<file path="config.mk">
export PLATFORM = sky130hd
export DESIGN_NAME = alu_seq
export DESIGN_NICKNAME = d
export VERILOG_FILES = /design/src/rtl/alu_pkg.sv /design/src/rtl/alu_mul_iter.sv /design/src/rtl/alu_seq.sv
export SDC_FILE = /design/constraint.sdc
export NUM_CORES = 1
export LEC_CHECK = 0
export ABC_AREA = 1
export CAP_MARGIN = 20
export CORE_MARGIN = 2
export CORE_UTILIZATION = 55
export CTS_BUF_LIST = sky130_fd_sc_hd__clkbuf_8
export DETAILED_ROUTE_END_ITERATION = 8
export PLACE_DENSITY = 0.84
export SLEW_MARGIN = 10
export SYNTH_ARGS = -nofsm -noshare
export SYNTH_HDL_FRONTEND = slang
export SYNTH_HIERARCHICAL = 1
export SYNTH_SLANG_ARGS = --single-unit
</file>
<file path="constraint.sdc">
create_clock -name clk -period 5.2 [get_ports clk]
set_input_delay 0.52 -clock clk [delete_from_list [all_inputs] [get_ports clk]]
set_output_delay 0.52 -clock clk [all_outputs]
set_load 0.03 [all_outputs]
</file>
<file path="src/rtl/alu_pkg.sv">
// alu_pkg: opcodes, FSM state encoding and status bit indices shared by alu_seq.
package alu_pkg;
    localparam logic [2:0] OP_ADD  = 3'b000;
    localparam logic [2:0] OP_SUB  = 3'b001;
    localparam logic [2:0] OP_AND  = 3'b010;
    localparam logic [2:0] OP_NOTB = 3'b011;
    localparam logic [2:0] OP_LSL  = 3'b100;
    localparam logic [2:0] OP_LSR  = 3'b101;
    localparam logic [2:0] OP_ASR  = 3'b110;
    localparam logic [2:0] OP_MUL  = 3'b111;
    localparam int STAT_N = 2;
    localparam int STAT_V = 1;
    localparam int STAT_Z = 0;
    typedef enum logic [1:0] {ST_IDLE, ST_BUSY, ST_DONE} state_t;
endpackage

</file>
<file path="src/rtl/alu_mul_iter.sv">
// alu_mul_iter: W-iteration shift-add unsigned multiplier; first partial product is taken on start,
// so done is high in the W-th cycle after start.
module alu_mul_iter #(
    parameter int W = 16
) (
    input  logic           clk,
    input  logic           reset_n,
    input  logic           start,
    input  logic [W-1:0]   a,
    input  logic [W-1:0]   b,
    output logic           done,
    output logic [2*W-1:0] prod
);
    localparam int CW = $clog2(W);
    logic [2*W-1:0] acc, ma;
    logic [W-1:0]   mb;
    logic [CW-1:0]  cnt;
    logic           run;
    always_ff @(posedge clk) begin
        if (!reset_n) begin
            run <= 1'b0;
            cnt <= '0;
            acc <= '0;
            ma  <= '0;
            mb  <= '0;
        end else if (start) begin
            run <= 1'b1;
            cnt <= CW'(W - 1);
            acc <= b[0] ? {{W{1'b0}}, a} : '0;
            ma  <= {{(W-1){1'b0}}, a, 1'b0};
            mb  <= b >> 1;
        end else if (run) begin
            // mb is already zero on the final (done) cycle, so acc stays put there
            run <= cnt != '0;
            cnt <= cnt - CW'(1);
            acc <= acc + (mb[0] ? ma : '0);
            ma  <= ma << 1;
            mb  <= mb >> 1;
        end
    end
    assign done = run & (cnt == '0);
    assign prod = acc;
endmodule

</file>
<file path="src/rtl/alu_seq.sv">
// alu_seq: multi-cycle ALU with valid/ready handshake and registered {N,V,Z} status.
// Define ALU_MUL_EN to build the iterative multiplier; otherwise MUL reports op_err.
module alu_seq
    import alu_pkg::*;
#(
    parameter int W   = 16,
    parameter int SHW = 4
) (
    input  logic         clk,
    input  logic         reset_n,
    input  logic         in_valid,
    output logic         in_ready,
    input  logic [W-1:0] ain,
    input  logic [W-1:0] bin,
    input  logic [2:0]   aluop,
    output logic         out_valid,
    input  logic         out_ready,
    output logic [W-1:0] out,
    output logic [2:0]   stat,
    output logic         op_err
);
    state_t state, state_nxt;
    logic accept, is_mul, mul_go, mul_fin, load;
    logic [W-1:0] bb, sum, res, res_fin;
    logic v, v_fin, err, err_fin;
    logic [SHW-1:0] sh;
    logic mul_done;
    logic [2*W-1:0] prod;
`ifdef ALU_MUL_EN
    localparam bit MUL_EN = 1'b1;
    alu_mul_iter #(.W(W)) u_mul (
        .clk(clk),
        .reset_n(reset_n),
        .start(mul_go),
        .a(ain),
        .b(bin),
        .done(mul_done),
        .prod(prod)
    );
`else
    localparam bit MUL_EN = 1'b0;
    assign mul_done = 1'b0;
    assign prod = '0;
`endif
    assign in_ready  = (state == ST_IDLE) | ((state == ST_DONE) & out_ready);
    assign out_valid = state == ST_DONE;
    assign accept    = in_valid & in_ready;
    assign is_mul    = aluop == OP_MUL;
    assign mul_go    = accept & is_mul & MUL_EN;
    assign mul_fin   = (state == ST_BUSY) & mul_done;
    assign load      = mul_fin | (accept & ~mul_go);
    assign sh        = bin[SHW-1:0];
    assign bb        = (aluop == OP_SUB) ? ~bin : bin;
    assign sum       = ain + bb + {{(W-1){1'b0}}, aluop == OP_SUB};
    always_comb begin
        res = '0;
        v   = 1'b0;
        err = 1'b0;
        case (aluop)
            OP_ADD, OP_SUB: begin
                res = sum;
                v   = (ain[W-1] == bb[W-1]) & (sum[W-1] != ain[W-1]);
            end
            OP_AND:  res = ain & bin;
            OP_NOTB: res = ~bin;
            OP_LSL:  res = ain << sh;
            OP_LSR:  res = ain >> sh;
            OP_ASR:  res = $unsigned($signed(ain) >>> sh);
            default: err = ~MUL_EN;
        endcase
    end
    assign res_fin = mul_fin ? prod[W-1:0] : res;
    assign v_fin   = mul_fin ? |prod[2*W-1:W] : v;
    assign err_fin = ~mul_fin & err;
    always_comb begin
        state_nxt = state;
        state_nxt = mul_go ? ST_BUSY : load ? ST_DONE : (out_valid & out_ready) ? ST_IDLE : state;
    end
    always_ff @(posedge clk) begin
        if (!reset_n) begin
            state  <= ST_IDLE;
            out    <= '0;
            stat   <= '0;
            op_err <= 1'b0;
        end else begin
            state <= state_nxt;
            if (load) begin
                out          <= res_fin;
                stat[STAT_N] <= res_fin[W-1];
                stat[STAT_V] <= v_fin;
                stat[STAT_Z] <= res_fin == '0;
                op_err       <= err_fin;
            end
        end
    end
endmodule
</file>
# --- Yosys cells after proc, flatten, opt, wreduce, memory -nomap -nowiden ---
# Cells that the tools add are included.
word_totals:
  out_inout_bits: 22
  input_bits: 39
  elab_cells: 35
  reg_bits: 21
op_classes:
  n_reduce_logical: 6
  shifts: 3
  n_eq_ne: 8
  muxes: 6
  n_bitwise: 6
  addsub: 2
ops:
  columns: ["operator", "n"]
  rows:
  - ["16-bit case mux with 6 select lines", 1]
  - ["16-bit by 1-bit adder with 16-bit output", 1]
  - ["16-bit adder", 1]
  - ["16-bit AND", 1]
  - ["16-bit logical NOT", 1]
  - ["16-bit two-way mux", 1]
  - ["16-bit NOT", 1]
  - ["16-bit by 4-bit << shifter with 16-bit output", 1]
  - ["16-bit by 4-bit >> shifter with 16-bit output", 1]
  - ["16-bit by 4-bit >>> shifter with 16-bit output", 1]
  - ["3-bit == test (second input constant)", 3]
  - ["7-bit OR reduction", 1]
  - ["3-bit by 2-bit == test with 1-bit output (second input constant)", 2]
  - ["2-bit two-way mux", 2]
  - ["1-bit AND", 3]
  - ["3-bit by 1-bit == test with 1-bit output (second input constant)", 1]
  - ["3-bit logical NOT", 1]
  - ["2-bit logical NOT", 1]
  - ["1-bit two-way mux", 2]
  - ["2-bit nonzero test", 1]
  - ["2-bit OR reduction", 1]
  - ["1-bit == test", 1]
  - ["1-bit inequality test", 1]
  - ["1-bit OR", 1]

# --- Logic depth before layout (Yosys ltp) ---
logic_depth:
  word_depth: 7
  ltp_mapped: 20
  depth_no_buf: 19

# --- Worst setup path before layout ---
# No wires, ideal clock.
synth_path:
  kind: "in2reg"
  start: "input bin[3]"
  end: "register stat[0]"
  slack_ps: 2428
  cell_stages: 18
  t_required_ps: 5128
  t_arrival_ps: 2699
  path_cell_list: "buf_2 > clkinv_1 > clkbuf_1 > xor2_1 > ha_1 > nand2_1 > nand2_1 > a21oi_1 > nand2_1 > nand3_1 > nand3_1 > nand2_1 > nor2_1 > nor2_1 > nand2_1 > nor2_1 > nand3_1 > a21oi_1"
synth_between:
  elab_chain_cells: 6
synth_rtl:
  columns: ["element", "line_no", "source"]
  rows:
  - ["start, declared", "alu_seq.sv:14", "input logic [W-1:0] bin,"]
  - ["16-bit NOT", "alu_seq.sv:53, alu_seq.sv:65", null]
  - ["16-bit two-way mux", "alu_seq.sv:53", "assign bb = (aluop == OP_SUB) ? ~bin : bin;"]
  - ["16-bit adder", "alu_seq.sv:54", "assign sum = ain + bb + {{(W-1){1'b0}}, aluop == OP_SUB};"]
  - ["16-bit by 1-bit adder with 16-bit output", "alu_seq.sv:54", null]
  - ["16-bit case mux with 6 select lines *", "alu_seq.sv:59", "case (aluop)"]
  - ["16-bit logical NOT *", "alu_seq.sv:91", "stat[STAT_Z] <= res_fin == '0;"]
  - ["end signal, assigned by index", "alu_seq.sv:89", "stat[STAT_N] <= res_fin[W-1];"]
  - ["end signal, assigned by index", "alu_seq.sv:90", "stat[STAT_V] <= v_fin;"]
  - ["end, declared", "alu_seq.sv:19", "output logic [2:0] stat,"]
# Every way passes the cells marked *; elsewhere a longest branch is shown, timed or not.
# A chain may end at the register's enable or synchronous reset.

# --- Final worst setup path ---
layout_path:
  start: "input bin[1]"
  end: "register stat[0]"
# The elaborated chain is that of the path after synthesis.

==> impl_metrics.py <==
metrics = {
    "clocking": {
        "clkLatencyLatePin_ns": 0.26,
        "htreeDepth": 1,
        "cts_tree": "yes",
        "clockRootBuffer": "clkbuf_8",
        "post_cts_resized": 0,
        "cts.path.max_buffers": 2,
        "cts_made_buffers": 3,
        "cts_hold_buf": 0,
        "cts_sinks": 20,
        "path_clk_slew_ns": 0.08,
        "cts_setup_buffers": 0,
    },
    "pwr": {
        "power_density_nw_per_um2": 181,
        "power_frac_clock_pct": 19.8,
        "p_leak_nw": 2.20,
        "switching_share_pct": 45.5,
        "comb_power_share_pct": 58.4,
        "p_int_w": 0.000430,
        "switching_power_w": 0.000359,
        "power_frac_seq_pct": 21.9,
        "peakVddDrop_uv": 326,
    },
    "route": {
        "post_drt_wl_per_cell_um": 16.8,
        "ant_nets": 0,
        "avgViaCountPerCell": 6.00,
        "vias": 4862,
        "met2_length_um": 6190,
        "drt-initial-drc-count": 477,
        "wl_um": 13600,
        "wl_met1_um": 5580,
        "firstDrtPassIters": 5,
        "route.detailed.drc": 0,
        "top_layer": "met4",
        "dr_wl_met3_um": 1120,
    },
    "grt": {
        "grt_max_degree": 35,
        "grt_pass1_wl_um": 21400,
        "grt_pass1_vias": 4455,
        "grtUsageTotal_pct": 36.2,
        "grt_overflow": 0,
        "antenna_found_initial": 0,
    },
    "place": {
        "dp.cells": 807,
        "routabilityCongestion": 1.02,
        "place_hpwl_um": 10700,
        "io_buffers": 60,
    },
    "critical_path": {
        "path_class": "input port to register",
        "startpoint": "bin[1]",
        "crit_path_start_kind": "input port",
        "max_stage_delay_ns": 0.47,
        "required_ns": 5.39,
        "cp_slowest_cell": "fa_1",
        "end_kind": "register",
        "reg2reg_from": "state[1]",
        "cp_cell_sequence": "clkdlybuf4s50_1, buf_4, inv_2, xor2_1, fa_1, nand3_1, nand3_1, xor2_1, nand2_1, nand2_1, nor2_1, nand2_1, nor2_1, nand2_1, nor3_2, nand3_1, a21oi_1",
        "cp_max_fo": 34,
        "crit_arrival_ns": 3.59,
        "critPathMostFrequentCell": "nand2_1",
    },
    "sta": {
        "period_needed_ns": 3.40,
        "maxSlewViolCount": 0,
        "fin_worst_skew_ns": 0.00252,
        "rsz0062_at_grt": "no",
        "fmax_mhz": 294,
        "tns_ns": 0,
        "holdWs_ns": 0.473,
        "worst_slew_pin_slew_ns": 0.696,
        "setup_viol": 0,
        "fin_crit_sh_pct": 65.4,
        "slew-limit-headroom_pct": 53.3,
        "hold_viol_final": 0,
    },
    "floorplan": {
        "rows": 29,
        "dieHeight_um": 86.1,
        "die_area_sq_um": 7410,
        "initial_utilization_pct": 57.7,
        "core-area_sq_um": 6420,
        "fp.dieW_um": 86.1,
        "io-pin-count": 61,
    },
    "run_status": {
        "outcome": "completed",
    },
    "synthesis": {
        "synth_warnings": 6,
        "synth-edff-count": 0,
        "async_reset_ff_share_pct": 0,
        "synth_ff_type": "dfxtp_1",
        "syn_nets": 750,
        "yosysSeqAreaShare_pct": 10.8,
        "ys_ff_latch": 20,
        "synth_area_sq_um": 3700,
        "synth.avg_cell_area_sq_um": 5.34,
        "ys_types": 41,
        "synth_cells": 693,
    },
    "layout": {
        "multi_input_area_sq_um": 2900,
        "area_delta_synth_final_pct": 17.4,
        "antennaDiodeCount": 0,
        "drive_gt1_share_pct": 5.86,
        "fillers": 630,
        "final_nets": 792,
        "stdcell_count": 811,
        "final-seq-area_sq_um": 400,
    },
    "hold_path": {
        "min_path_type": "register to register",
        "hold_start": "op_err",
    },
    "run": {
        "drv_cap": 0,
    },
}
## cells by family (layout without fill, tap and decap cells)
| logic type | count (synthesis) | after routing | synth area share [%] |
|---|---|---|---|
| AOI/OAI and AO/OA | 86 | 86 | 13.4 |
| and+or+nand+nor | 459 | 459 | 54.3 |
| xor gates and xnor gates | 18 | 18 | 4.26 |
| DFF | 20 | 20 | 10.8 |
| buffers and inverters | 92 | 133 | 10.9 |
| adders and majority gates | 18 | 18 | 6.28 |
## metal layers
layer  track usage [%]  vias up
met5                 0        -
met4              16.3        0
met3              4.52       50
met2              61.3      274
met1              45.7     2165
li1                  -     2373
## final timing paths
| path | endpoint | slack (ns) | cells past startpoint |
|---|---|---|---|
| worst max register to register | stat[0] | 2.86 | 9 |
| worst max-delay path | stat[0] | 1.80 | 17 |
| worst min-delay path | op_err | 0.47 | 2 |
| worst min register to register | op_err | 0.47 | 2 |
## synth_stat cells (2+ instances only)
cell type | count | area share, %
a21oi_1 | 30 | 4.1
a31oi_1 | 5 | 0.84
and2_1 | 2 | 0.34
buf_2 | 13 | 1.8
buf_4 | 5 | 1.0
buf_6 | 3 | 0.91
clkbuf_1 | 7 | 0.71
clkinv_1 | 3 | 0.30
dfxtp_1 | 20 | 11
ha_1 | 17 | 5.7
inv_1 | 51 | 5.2
inv_2 | 9 | 0.91
nand2_1 | 213 | 22
nand2_2 | 13 | 2.2
nand2_4 | 2 | 0.61
nand3_1 | 126 | 17
nand3b_1 | 3 | 0.61
nand4_1 | 9 | 1.5
nor2_1 | 76 | 7.7
nor2_2 | 4 | 0.68
nor3_1 | 5 | 0.68
nor4_1 | 2 | 0.34
o211ai_1 | 12 | 2.4
o21a_1 | 2 | 0.41
o21ai_0 | 18 | 2.4
o21ai_1 | 11 | 1.5
o31ai_1 | 2 | 0.41
xnor2_1 | 9 | 2.1
xor2_1 | 9 | 2.1
## power groups by stage
stage / registers [W] / clock network [W] / logic, W
detailed placement: 0.000176 / 0 / 0.000445
global placement: 0.000175 / 0 / 0.000440
global route: 0.000174 / 0.000162 / 0.000504
floorplan: 0.000199 / 0 / 0.000282
finish: 0.000172 / 0.000156 / 0.000460
CTS: 0.000172 / 0.000157 / 0.000448
## per-stage QoR
stage / util [%] / setup slack, ns / cell area [sq um] / total power [W]
floorplan: - / 2.43 / 3700 / 0.000481
global placement: 66.6 / 1.70 / 4280 / 0.000615
detailed placement: 66.6 / 1.62 / 4280 / 0.000621
CTS: 67.7 / 1.89 / 4350 / 0.000777
global route: 67.7 / 1.52 / 4350 / 0.000840
finish: 67.7 / 1.80 / 4350 / 0.000789
## flip-flops by register name, indices dropped and copies added, names as in the netlist
name	flops
stat	2
out	16
op_err	1
state	1
## placed cells by master (no fill, tap or decap), drive strengths merged, types with 3 or more instances in the layout
master,n
nand2,228
nand3,127
nor2,81
inv,61
clkdlybuf4s50,60
a21oi,31
o21ai,29
dfxtp,20
ha,17
o211ai,12
xnor2,9
xor2,9
nand4,9
nor3,6
a31oi,5
buf,5
clkinv,3
nand3b,3
clkbuf,3
## worst max-delay path, delay by kind of cell
kind / cells / cell delay (ns)
buf+inv: 3 / 1.09
xor+xnor: 2 / 0.43
fa+ha+maj: 1 / 0.47
compound gates: 1 / 0.12
simple gates: 10 / 0.95
## final cells by class
class                   instances  share of cell area (%)
flip-flops and latches         20                    9.21
inverters                      64                    5.58
well taps                      77                    2.22
clock inverters                 1                   0.691
multi-input cells             581                    66.7
repair buffers                 65                    14.7
clock buffers                   3                   0.950
Note: power is estimated with default switching activity, not from simulation.
